--- src/rtl/pc_ifetch_if.sv ---
// Bus bundle for the instruction-fetch master: Avalon-style read port,
// decode-side valid/ready handshake and redirect input.
interface pc_ifetch_if;
    logic [31:0] avm_address;
    logic        avm_read;
    logic [3:0]  avm_byteenable;
    logic        avm_waitrequest;
    logic [31:0] avm_readdata;
    logic        instr_valid;
    logic        instr_ready;
    logic [31:0] instr_data;
    logic [31:0] instr_pc;
    logic        redirect_valid;
    logic [31:0] redirect_target;
    logic        active;

    modport master (
        output avm_address, avm_read, avm_byteenable,
        input  avm_waitrequest, avm_readdata,
        output instr_valid, instr_data, instr_pc,
        input  instr_ready,
        input  redirect_valid, redirect_target,
        output active
    );

    modport slave (
        input  avm_address, avm_read, avm_byteenable,
        output avm_waitrequest, avm_readdata,
        input  instr_valid, instr_data, instr_pc,
        output instr_ready,
        output redirect_valid, redirect_target,
        input  active
    );
endinterface

--- src/rtl/pc_ifetch_master.sv ---
// Instruction-fetch bus master: one word read at a time from the PC, hands each
// word to decode, and applies branch redirects after a single delay slot.
module pc_ifetch_master #(
    parameter logic [31:0] RESET_VECTOR = 32'hBFC0_0000,
    parameter logic [31:0] HALT_ADDR    = 32'h0000_0000
) (
    input  logic          clk,
    input  logic          rst,
    pc_ifetch_if.master   bus
);

    typedef enum logic [1:0] {
        ST_FETCH   = 2'd0,
        ST_CAPTURE = 2'd1,
        ST_DELIVER = 2'd2,
        ST_HALTED  = 2'd3
    } state_t;

    function automatic logic [31:0] word_align(input logic [31:0] addr);
        return {addr[31:2], 2'b00};
    endfunction

    state_t      state_r;
    logic [31:0] pc_r;
    logic        avm_read_r;
    logic [31:0] avm_address_r;
    logic        instr_valid_r;
    logic [31:0] instr_data_r;
    logic [31:0] instr_pc_r;
    logic        active_r;

    logic        pend_r;
    logic [31:0] branch_pc_r;
    logic [31:0] target_r;
    logic        seen_hs_r;
    logic [31:0] last_hs_pc_r;

    logic        hs_s;
    logic        acc_s;
    logic        consume_s;
    logic        take_s;
    logic [31:0] next_pc_s;
    logic [31:0] redirect_branch_s;

    // Handshake/acceptance decode, next-PC selection and redirect qualification
    always_comb begin
        hs_s              = 1'b0;
        acc_s             = 1'b0;
        consume_s         = 1'b0;
        take_s            = 1'b0;
        next_pc_s         = 32'd0;
        redirect_branch_s = 32'd0;

        hs_s      = (state_r == ST_DELIVER) && instr_valid_r && bus.instr_ready;
        acc_s     = (state_r == ST_FETCH) && avm_read_r && !bus.avm_waitrequest;
        // The redirect only takes effect once its delay slot has been handed over.
        consume_s = pend_r && hs_s && (pc_r == branch_pc_r + 32'd4);

        if (consume_s) begin
            next_pc_s = target_r;
        end else begin
            next_pc_s = pc_r + 32'd4;
        end

        take_s = bus.redirect_valid && !pend_r && (state_r != ST_HALTED)
                 && (hs_s || seen_hs_r);

        // A redirect in the handshake cycle belongs to the word being handed over now.
        if (hs_s) begin
            redirect_branch_s = instr_pc_r;
        end else begin
            redirect_branch_s = last_hs_pc_r;
        end
    end

    // Fetch sequencer with registered bus and decode-side outputs
    always_ff @(posedge clk or posedge rst) begin
        if (rst) begin
            state_r       <= ST_FETCH;
            pc_r          <= RESET_VECTOR;
            avm_read_r    <= 1'b0;
            avm_address_r <= RESET_VECTOR;
            instr_valid_r <= 1'b0;
            instr_data_r  <= 32'd0;
            instr_pc_r    <= 32'd0;
            active_r      <= 1'b1;
        end else begin
            case (state_r)
                ST_FETCH: begin
                    if (!avm_read_r) begin
                        avm_read_r    <= 1'b1;
                        avm_address_r <= pc_r;
                    end else if (acc_s) begin
                        avm_read_r <= 1'b0;
                        state_r    <= ST_CAPTURE;
                    end
                end
                ST_CAPTURE: begin
                    instr_data_r  <= bus.avm_readdata;
                    instr_pc_r    <= pc_r;
                    instr_valid_r <= 1'b1;
                    state_r       <= ST_DELIVER;
                end
                ST_DELIVER: begin
                    if (hs_s) begin
                        instr_valid_r <= 1'b0;
                        pc_r          <= next_pc_s;
                        if (next_pc_s == HALT_ADDR) begin
                            state_r  <= ST_HALTED;
                            active_r <= 1'b0;
                        end else begin
                            // Issue the next read on this edge to keep 3 cycles per word.
                            state_r       <= ST_FETCH;
                            avm_read_r    <= 1'b1;
                            avm_address_r <= next_pc_s;
                        end
                    end
                end
                ST_HALTED: begin
                    avm_read_r    <= 1'b0;
                    instr_valid_r <= 1'b0;
                    active_r      <= 1'b0;
                end
                default: begin
                    state_r       <= ST_HALTED;
                    avm_read_r    <= 1'b0;
                    instr_valid_r <= 1'b0;
                    active_r      <= 1'b0;
                end
            endcase
        end
    end

    // Pending-redirect bookkeeping; the first redirect wins until it is consumed
    always_ff @(posedge clk or posedge rst) begin
        if (rst) begin
            pend_r       <= 1'b0;
            branch_pc_r  <= 32'd0;
            target_r     <= 32'd0;
            seen_hs_r    <= 1'b0;
            last_hs_pc_r <= 32'd0;
        end else begin
            if (take_s) begin
                pend_r      <= 1'b1;
                target_r    <= word_align(bus.redirect_target);
                branch_pc_r <= redirect_branch_s;
            end else if (consume_s) begin
                pend_r <= 1'b0;
            end
            if (hs_s) begin
                seen_hs_r    <= 1'b1;
                last_hs_pc_r <= instr_pc_r;
            end
        end
    end

    assign bus.avm_address    = avm_address_r;
    assign bus.avm_read       = avm_read_r;
    assign bus.avm_byteenable = 4'hF;
    assign bus.instr_valid    = instr_valid_r;
    assign bus.instr_data     = instr_data_r;
    assign bus.instr_pc       = instr_pc_r;
    assign bus.active         = active_r;

endmodule

--- src/flat_wrapper.sv ---
// flat-port wrapper written by rule: the top's interface ports become plain ports
module pc_ifetch_master_flat 
#(
    parameter logic [31:0] RESET_VECTOR = 32'hBFC0_0000,
    parameter logic [31:0] HALT_ADDR    = 32'h0000_0000
)
  (clk, rst, bus_avm_address, bus_avm_read, bus_avm_byteenable, bus_avm_waitrequest, bus_avm_readdata, bus_instr_valid, bus_instr_data, bus_instr_pc, bus_instr_ready, bus_redirect_valid, bus_redirect_target, bus_active);
  pc_ifetch_if bus_i ();
  input  logic clk;
  input  logic rst;
  output wire logic [$bits(bus_i.avm_address)-1:0] bus_avm_address;
  output wire logic [$bits(bus_i.avm_read)-1:0] bus_avm_read;
  output wire logic [$bits(bus_i.avm_byteenable)-1:0] bus_avm_byteenable;
  input wire logic [$bits(bus_i.avm_waitrequest)-1:0] bus_avm_waitrequest;
  input wire logic [$bits(bus_i.avm_readdata)-1:0] bus_avm_readdata;
  output wire logic [$bits(bus_i.instr_valid)-1:0] bus_instr_valid;
  output wire logic [$bits(bus_i.instr_data)-1:0] bus_instr_data;
  output wire logic [$bits(bus_i.instr_pc)-1:0] bus_instr_pc;
  input wire logic [$bits(bus_i.instr_ready)-1:0] bus_instr_ready;
  input wire logic [$bits(bus_i.redirect_valid)-1:0] bus_redirect_valid;
  input wire logic [$bits(bus_i.redirect_target)-1:0] bus_redirect_target;
  output wire logic [$bits(bus_i.active)-1:0] bus_active;
  assign bus_avm_address = bus_i.avm_address;
  assign bus_avm_read = bus_i.avm_read;
  assign bus_avm_byteenable = bus_i.avm_byteenable;
  assign bus_i.avm_waitrequest = bus_avm_waitrequest;
  assign bus_i.avm_readdata = bus_avm_readdata;
  assign bus_instr_valid = bus_i.instr_valid;
  assign bus_instr_data = bus_i.instr_data;
  assign bus_instr_pc = bus_i.instr_pc;
  assign bus_i.instr_ready = bus_instr_ready;
  assign bus_i.redirect_valid = bus_redirect_valid;
  assign bus_i.redirect_target = bus_redirect_target;
  assign bus_active = bus_i.active;
  pc_ifetch_master #(.RESET_VECTOR(RESET_VECTOR), .HALT_ADDR(HALT_ADDR)) u_core (.clk(clk), .rst(rst), .bus(bus_i));
endmodule
--- config.mk ---
export PLATFORM = sky130hd
export DESIGN_NAME = pc_ifetch_master_flat
export DESIGN_NICKNAME = d
export VERILOG_FILES = /design/src/rtl/pc_ifetch_if.sv /design/src/rtl/pc_ifetch_master.sv /design/src/flat_wrapper.sv
export SDC_FILE = /design/constraint.sdc
export NUM_CORES = 1
export LEC_CHECK = 0
export CAP_MARGIN = 20
export CORE_UTILIZATION = 39
export DETAILED_ROUTE_END_ITERATION = 7
export GPL_TIMING_DRIVEN = 1
export HOLD_SLACK_MARGIN = 0.08
export PLACE_DENSITY_LB_ADDON = 0.08
export SLEW_MARGIN = 5
export SYNTH_ARGS = -nofsm -noshare
export SYNTH_HDL_FRONTEND = slang
export SYNTH_SLANG_ARGS = --single-unit
--- constraint.sdc ---
create_clock -name clk -period 13.7 [get_ports clk]
set_input_delay 2.74 -clock clk [delete_from_list [all_inputs] [get_ports clk]]
set_output_delay 2.74 -clock clk [all_outputs]
set_load 0.01 [all_outputs]
== After elaboration in Yosys (flattened, before gate mapping) ==
Index checks and enable logic that the tools add are counted.

* Input bits: 69
* Bits in registers: 229

* Equality and inequality tests: 11
* Muxes and demuxes: 23
* Reductions and logical operators: 26
* Add/subtract/negate cells: 2

{| class="wikitable"
|+ Operator list
! cell !! number
|-
| $mux 32 || 5
|-
| $add 32x3->32 const B || 2
|-
| $pmux 32 s2 || 1
|-
| $eq 32x32->1 || 1
|-
| $logic_not 32->1 || 1
|-
| $logic_and 1x1->1 || 9
|-
| $mux 1 || 9
|-
| $reduce_bool 3->1 || 3
|-
| $mux 2 || 4
|-
| $ne 2x2->1 const B || 4
|-
| $reduce_and 4->1 || 2
|-
| $ne 2x1->1 const B || 3
|-
| $pmux 1 s3 || 2
|-
| $pmux 2 s3 || 1
|-
| $reduce_and 3->1 || 2
|-
| $reduce_bool 2->1 || 3
|-
| $eq 2x2->1 const B || 2
|-
| $reduce_and 2->1 || 2
|-
| $eq 2x1->1 const B || 1
|-
| $logic_not 1->1 || 2
|-
| $logic_not 2->1 || 1
|-
| $pmux 1 s2 || 1
|-
| $logic_or 1x1->1 || 1
|}

== Longest topological paths before layout ==
Gate-level depths: netlist of run 1.

* Depth after elaboration: 10
* Gate-level depth with buffers: 14
* Depth with buffers taken out: 11

== Worst setup path before layout of run 1 ==
No wires, ideal clock.

* Kind: input port to flip-flop
* Start: input port bus_instr_ready
* End: register u_core.avm_address_r[10], in the netlist u_core.bus.avm_address[10]
* Arrival: 4.990 ns
* Cell stages on the path: 11
* Setup time: 0.125 ns
* Buffers on the path: 2
* Path slack: 8.585 ns
* Data required time: 13.575 ns
* Cell sequence: nand3_1 nor4_1 nand3_1 a2111oi_0 and4_2 nand4_4 a32oi_4 a31o_1 buf_6 buf_12 mux2_4

* Longest elaborated chain between the ends: 7

{| class="wikitable"
|+ RTL lines
! what !! RTL line !! RTL
|-
| start, declared || flat_wrapper.sv:19 || <nowiki>input wire logic [$bits(bus_i.instr_ready)-1:0] bus_instr_ready;</nowiki>
|-
| $logic_and 1x1->1 (*) || pc_ifetch_master.sv:54 || <nowiki>hs_s = (state_r == ST_DELIVER) && instr_valid_r && bus.instr_ready;</nowiki>
|-
| $logic_and 1x1->1 (2 in a row) || pc_ifetch_master.sv:57 || <nowiki>consume_s = pend_r && hs_s && (pc_r == branch_pc_r + 32'd4);</nowiki>
|-
| $mux 32 || pc_ifetch_master.sv:59 || <nowiki>if (consume_s) begin</nowiki>
|-
| $logic_not 32->1 or $mux 32 (tied branches) || pc_ifetch_master.sv:108 || <nowiki>if (next_pc_s == HALT_ADDR) begin</nowiki>
|-
| $ne 2x2->1 (no line) or $mux 32 (tied branches) || n/a ||
|-
| $reduce_and 4->1 (no line) or $pmux 32 s2 (tied branches) || n/a ||
|-
| end signal, assigned || pc_ifetch_master.sv:92 || <nowiki>avm_address_r <= pc_r;</nowiki>
|-
| end signal, assigned || pc_ifetch_master.sv:115 || <nowiki>avm_address_r <= next_pc_s;</nowiki>
|-
| end, declared || pc_ifetch_master.sv:26 || <nowiki>logic [31:0] avm_address_r;</nowiki>
|}

Every way passes the cells marked *; elsewhere a longest branch is shown, timed or not. The select of a mux whose other input is x is not followed.
A chain may end at the register's enable or synchronous reset.

== Worst setup path after layout of run 1 ==
* Start: input port bus_instr_ready
* End: register u_core.avm_address_r[21], in the netlist u_core.bus.avm_address[21]

The elaborated chain is that of the path after synthesis.

==> qor.csv, run 1 <==
stage;metric;value;unit
run_status;status;completed;
clock_tree;CTS tree;done;
global_route;vias in the first global route;9444;
timing;Fin. Hold Viols;0;
routing;routed len/inst;19.3;microns
power_and_ir_drop;Leakage Power;6.45;nW
timing;Slew Limit Fails;0;
placement;detailed placement HPWL;22.4;mm
yosys;ys async rst share;1.00;
timing;setup TNS;0;ns
setup_path;crit path DAT;7.87;ns
clock_tree;CTS clk-pin slew, worst paths;0.06;ns
timing;Setup WS post-layout;6.25;ns
routing;vias post-DR;9631;
clock_tree;Max clock buf depth;3;
timing;f_max;0.134;GHz
final_layout;share of cells above drive strength 1;0.194;
run;Max Cap Viol;0;
timing;Setup-failing EPs final;0;
setup_path;WS Path Type;primary input to register;
timing;Final period util;0.544;
die;Std-Cell Rows;64;
timing;Slew headroom;0.306;
clock_tree;cts bufs inserted;28;
timing;minimum clock period;7.45;ns
die;Die Wd;180;microns
global_route;grt ovf;0;
routing;Iter 0 DRT Violations;540;
yosys;Yosys cell types;85;
yosys;largest area contributor in the synthesized netlist;dfrtp_1;
clock_tree;post-CTS sizing;0;
global_route;first-pass GRT wire length;53.9;mm
yosys;prevailing post-synth register cell;dfrtp_1;
placement;IO Port Bufs;165;
yosys;Post-synth EDFFs;0;
routing;final WL;33.5;mm
yosys;area share of the leading cell type in the synthesized netlist;0.424;
routing;Routed Antenna Nets;0;
die;area of the core;30900;sq um
global_route;GRT Total Usage;0.207;
yosys;Seq/Total Area, Yosys;0.464;
yosys;Syn Area/Cell;10.3;sq um
setup_path;Worst Setup End Kind;register;
yosys;Yosys warning count;0;
clock_tree;H-tree Lvls;1;
clock_tree;clock root buffer;clkbuf_16;
placement;pre-CTS setup slack;5.75;ns
clock_tree;Sink Count;229;
final_layout;# diodes;0;
final_layout;NumNets Final;1392;
hold_path;Hold Crit Class;register to register;
yosys;top post-synthesis cells by count;210 x dfrtp_1, 186 x nand2_1, 133 x mux2_2;
routing;# DRC;0;
yosys;number of synthesized register bits;229;
clock_tree;Clock Latency Late Sink;0.54;ns
clock_tree;hold_buf cts;0;
die;DIE HEIGHT;180;microns
die;I/O pin total;172;
final_layout;Layout area overhead;22.5;%
yosys;Mapped Cells;1202;
global_route;initial antenna violation count;0;
die;initial core utilization;0.401;
timing;RSZ-0062 raised after global routing;no;
setup_path;CP Data Required Time;14.12;ns
setup_path;crit-path max FO;39;
setup_path;CP startpoint kind;primary input;
power_and_ir_drop;P per Cell Area;163;nW/um^2
routing;DR vias/cell;5.55;
global_route;pin count of the biggest net entering global routing;106;
placement;routability cong.;0.833;
yosys;Area contributors post-synth;dfrtp_1 42%, mux2_2 12%, nand2_1 5.6%;
yosys;Mapped Area;12400;sq um
timing;skew final;0.00939;ns
timing;worst slew pin tran;1.04;ns
yosys;most common cell in the synthesized netlist;dfrtp_1;
routing;1st-pass router iterations;5;
die;die area;32500;sq um
power_and_ir_drop;maximum vdd drop;125;uV
clock_tree;setup bufs post-CTS;0;
per-layer routing:
metal,wire [microns],part of all wire,global-route usage,vias to the layer above
met5,0,0,0,-
met4,845,0.025,0.0595,0
met3,1720,0.051,0.0356,48
met2,15000,0.45,0.327,266
met1,16000,0.48,0.291,4775
li1,-,-,-,4542
area by class of cell:
| type | instances | area, sq um |
|---|---|---|
| fill | 2884 | 15700 |
| multi-input combinational | 859 | 6150 |
| tap | 396 | 495 |
| inverter | 23 | 93.8 |
| clock inverter | 13 | 130 |
| clock buffer | 39 | 843 |
| timing repair buffer | 176 | 1730 |
| sequential | 229 | 5750 |
power breakdown:
part           leakage, nW  internal, mW  switching [mW]
registers             2.87         0.824           0.153
clock network        0.478         0.466           0.299
logic                 3.10         0.384           0.348
total                 6.45          1.67           0.799
flip-flops by register name (all words and copies together), names as in the netlist:
signal and cells:
u_core.bus.instr_valid 1, u_core.bus.avm_address 32, u_core.branch_pc_r 32, u_core.last_hs_pc_r 32
u_core.seen_hs_r 1, u_core.bus.instr_data 32, u_core.bus.active 1, u_core.pc_r 32
u_core.state_r 2, u_core.bus.avm_read 1, u_core.pend_r 1, u_core.target_r 30
u_core.bus.instr_pc 32
cells by family after synthesis:
logic type      count (synthesis)  synth area share
simple gates                  428             0.179
flops                         229             0.464
compound gates                192             0.107
mux                           172             0.159
buf+inv                       117            0.0437
xor+xnor                       57            0.0414
fa+ha+maj                       6           0.00605
other cells                     1          0.000302
final timing paths:
kind                                               start                                     end  slack (ns)  depth (start not counted)
min reg2reg                u_core.bus.active$_DFFE_PP1P_           u_core.bus.active$_DFFE_PP1P_        0.46                          2
min in group asynchronous                            rst     u_core.bus.instr_pc[22]$_DFFE_PP0P_        2.71                          2
max reg2reg                u_core.state_r[0]$_DFFE_PP0P_  u_core.bus.avm_address[21]$_DFFE_PP0P_        7.84                         12
min                        u_core.bus.active$_DFFE_PP1P_           u_core.bus.active$_DFFE_PP1P_        0.46                          2
max in group asynchronous                            rst          u_core.target_r[6]$_DFFE_PP0P_        9.59                          3
max                                      bus_instr_ready  u_core.bus.avm_address[21]$_DFFE_PP0P_        6.25                         10
critical path, cell delays in order:
cell	delay, ns
clkdlybuf4s50_1	0.53
nand3_2	0.49
nor4_1	0.65
nand3_1	0.12
a2111oi_0	0.33
and4_2	0.36
nand4_4	0.64
a32oi_4	0.63
a31o_2	0.90
mux2_2	0.41
placed cells by master, fill, tap and decap left out, types with 4 or more instances in the layout:
cell / count
dfrtp_1: 210
nand2_1: 186
clkdlybuf4s50_1: 165
mux2_2: 133
a21oi_1: 47
o21ai_0: 44
nand3_1: 37
nor2_1: 37
xnor2_1: 32
clkbuf_16: 29
xor2_1: 24
nor4_1: 23
inv_1: 22
nor3_1: 22
nand4_1: 22
mux2i_1: 21
dfstp_2: 19
mux2_4: 18
or3_1: 17
a221o_1: 15
nand2b_1: 13
and4_1: 11
buf_4: 10
a21o_1: 8
and3_1: 8
and2_1: 8
o31a_1: 8
clkbuf_8: 8
or4_1: 7
o211ai_1: 7
o22ai_1: 6
a31oi_1: 6
a22oi_1: 6
clkinv_2: 6
nand3_2: 5
ha_1: 5
o21a_1: 4
o221ai_1: 4
conb_1: 4
through the flow:
stage	hold WS, ns	total power, mW	util	cell area (sq um)	cells
after floorplan	0.432	1.43	-	12400	1205
after global placement	0.452	1.71	0.460	14200	1682
after detailed placement	0.448	1.72	0.460	14200	1682
after CTS	0.463	2.51	0.491	15200	1734
after global routing	0.472	2.61	0.492	15200	1735
final	0.458	2.47	0.492	15200	1735
No activity file was read; power rests on OpenSTA's default activity.
==> run 2: changes to the inputs <==
==> constraint.sdc (replaced) <==
create_clock -name clk -period 7.3 [get_ports clk]
set_input_delay 1.46 -clock clk [delete_from_list [all_inputs] [get_ports clk]]
set_output_delay 1.46 -clock clk [all_outputs]
set_load 0.01 [all_outputs]
==> run 2 against run 1 <==
Register-to-register slack worse by 5.3 ns; sequential power increased by 87%; die area stayed put; clock skew up 0.0051 ns; non-clock buffer count is 4 higher; highest routed layer unchanged.
==> qor.csv, run 2 (synthesized netlist as in run 1, its figures left out) <==
stage;metric;value;unit
final_layout;commonest non-fill, non-tap cell in the layout;dfrtp_1;
power_and_ir_drop;Tot Pwr;4.55;mW
timing;worst slew pin tran;1.02;ns
clock_tree;clock root buffer;clkbuf_16;
clock_tree;cts bufs inserted;27;
global_route;grt ovf;0;
setup_path;crit path DAT;5.90;ns
timing;f_max;0.182;GHz
setup_path;Worst Setup End Kind;register;
run_status;status;completed;
power_and_ir_drop;cell-internal power;3.09;mW
setup_path;crit-path max FO;39;
power_and_ir_drop;maximum vdd drop;190;uV
power_and_ir_drop;switching power total;1.46;mW
die;DIE HEIGHT;180;microns
placement;IO Port Bufs;165;
die;area of the core;30900;sq um
die;initial core utilization;0.401;
routing;vias post-DR;9541;
final_layout;Final Non-Filler Cells;1736;
clock_tree;Sink Count;229;
routing;DR vias/cell;5.50;
final_layout;# diodes;0;
final_layout;NumNets Final;1395;
setup_path;worst r2r path cells;14;
final_layout;Util after Layout;0.490;
routing;1st-pass router iterations;5;
power_and_ir_drop;combinational share of power;0.302;
routing;Routed Antenna Nets;0;
global_route;first-pass GRT wire length;53.2;mm
final_layout;Layout area overhead;22.1;%
final_layout;most frequent cells in the layout;210 x dfrtp_1, 186 x nand2_1, 165 x clkdlybuf4s50_1;
setup_path;CP Data Required Time;7.71;ns
power_and_ir_drop;Leakage Power;6.41;nW
routing;final WL;33.2;mm
clock_tree;H-tree Lvls;1;
clock_tree;Max clock buf depth;3;
timing;Slew Limit Fails;0;
timing;skew final;0.0145;ns
placement;detailed placement HPWL;22.6;mm
setup_path;WS Path Type;primary input to register;
timing;Setup-failing EPs final;0;
setup_path;Critical Path Sink;u_core.bus.avm_address[8]$_DFFE_PP0P_;
clock_tree;hold_buf cts;0;
power_and_ir_drop;Sequential Power Share;0.403;
setup_path;Worst Setup SP;bus_instr_ready;
global_route;initial antenna violation count;0;
global_route;GRT Total Usage;0.204;
timing;Slew headroom;0.321;
routing;Iter 0 DRT Violations;709;
timing;minimum clock period;5.49;ns
global_route;pin count of the biggest net entering global routing;121;
die;I/O pin total;172;
setup_path;CP startpoint kind;primary input;
hold_path;Hold Crit Class;register to register;
final_layout;share of cells above drive strength 1;0.189;
power_and_ir_drop;Net Sw Frac;0.321;
routing;routed len/inst;19.1;microns
routing;# DRC;0;
setup_path;Worst R2R Setup Slack;2.54;ns
timing;Fin. Hold Viols;0;
placement;routability cong.;0.845;
setup_path;reg2reg start;u_core.state_r[0]$_DFFE_PP0P_;
timing;setup TNS;0;ns
die;die area;32500;sq um
clock_tree;setup bufs post-CTS;0;
global_route;vias in the first global route;9367;
power_and_ir_drop;Clk pwr share;0.295;
timing;Final period util;0.752;
timing;RSZ-0062 raised after global routing;no;
run;Max Cap Viol;0;
die;Die Wd;180;microns
placement;placed insts;1686;
setup_path;Worst R2R End;u_core.bus.avm_address[8]$_DFFE_PP0P_;
clock_tree;Clock Latency Late Sink;0.53;ns
die;Std-Cell Rows;64;
clock_tree;post-CTS sizing;0;
clock_tree;CTS clk-pin slew, worst paths;0.06;ns
clock_tree;CTS tree;done;
power_and_ir_drop;P per Cell Area;300;nW/um^2
final_layout;Fillers;2871;
## run 2: changes by cell type in the layout (fill, tap and decap cells not counted), sizes merged
cell,change
clkinv,-7
buf,+4
clkbuf,+4
## run 2: through the flow
step,instance area [sq um],hold slack (ns),setup slack [ns]
6_report,15100,0.459,1.81
4_1_cts,15100,0.462,1.84
3_3_place_gp,14300,0.450,1.43
5_1_grt,15100,0.488,1.46
3_5_place_dp,14300,0.446,1.31
2_1_floorplan,12400,0.432,2.86
## run 2: worst min path at each step
stage / start / end / slack, ns / cells after the start
after global routing: u_core.bus.active$_DFFE_PP1P_ / u_core.bus.active$_DFFE_PP1P_ / 0.49 / 2
after CTS: u_core.bus.active$_DFFE_PP1P_ / u_core.bus.active$_DFFE_PP1P_ / 0.46 / 2
final: u_core.bus.active$_DFFE_PP1P_ / u_core.bus.active$_DFFE_PP1P_ / 0.46 / 2
after detailed placement: u_core.bus.active$_DFFE_PP1P_ / u_core.bus.active$_DFFE_PP1P_ / 0.45 / 2
after global placement: u_core.last_hs_pc_r[7]$_DFF_PP0_ / u_core.last_hs_pc_r[7]$_DFF_PP0_ / 0.45 / 2
after floorplan: u_core.seen_hs_r$_DFFE_PP0P_ / u_core.seen_hs_r$_DFFE_PP0P_ / 0.43 / 1
## run 2: metal layers
metal	vias up	share of wire	GRT usage
li1	4550	-	-
met1	4683	0.47	0.285
met2	263	0.46	0.329
met3	45	0.055	0.0346
met4	0	0.021	0.0520
met5	-	0	0
## run 2: worst max-delay path: stages
cell and delay (ns):
clkdlybuf4s50_1 0.53, nand3_2 0.07, buf_4 0.22, nor4_1 0.49, nand3_1 0.13, a2111oi_0 0.42, and4_2 0.39, nand4_4 0.10
buf_4 0.32, a32oi_4 0.37, a31o_2 0.68, buf_4 0.34, mux2_4 0.31
## run 2: layout make-up
type / count / area (sq um) / share of cell area
clock inverter: 6 / 88.8 / 0.00587
tap: 396 / 495 / 0.0327
timing repair buffer: 180 / 1770 / 0.117
sequential: 229 / 5750 / 0.380
multi-input combinational: 859 / 6150 / 0.406
inverter: 23 / 90.1 / 0.00595
clock buffer: 43 / 796 / 0.0525
## run 2: power by group through the flow
| stage | clock [mW] | combinational [mW] | sequential, mW |
|---|---|---|---|
| 6_report | 1.34 | 1.37 | 1.83 |
| 4_1_cts | 1.38 | 1.39 | 1.83 |
| 2_1_floorplan | 0 | 0.896 | 1.80 |
| 3_5_place_dp | 0 | 1.38 | 1.85 |
| 5_1_grt | 1.43 | 1.49 | 1.87 |
| 3_3_place_gp | 0 | 1.37 | 1.85 |
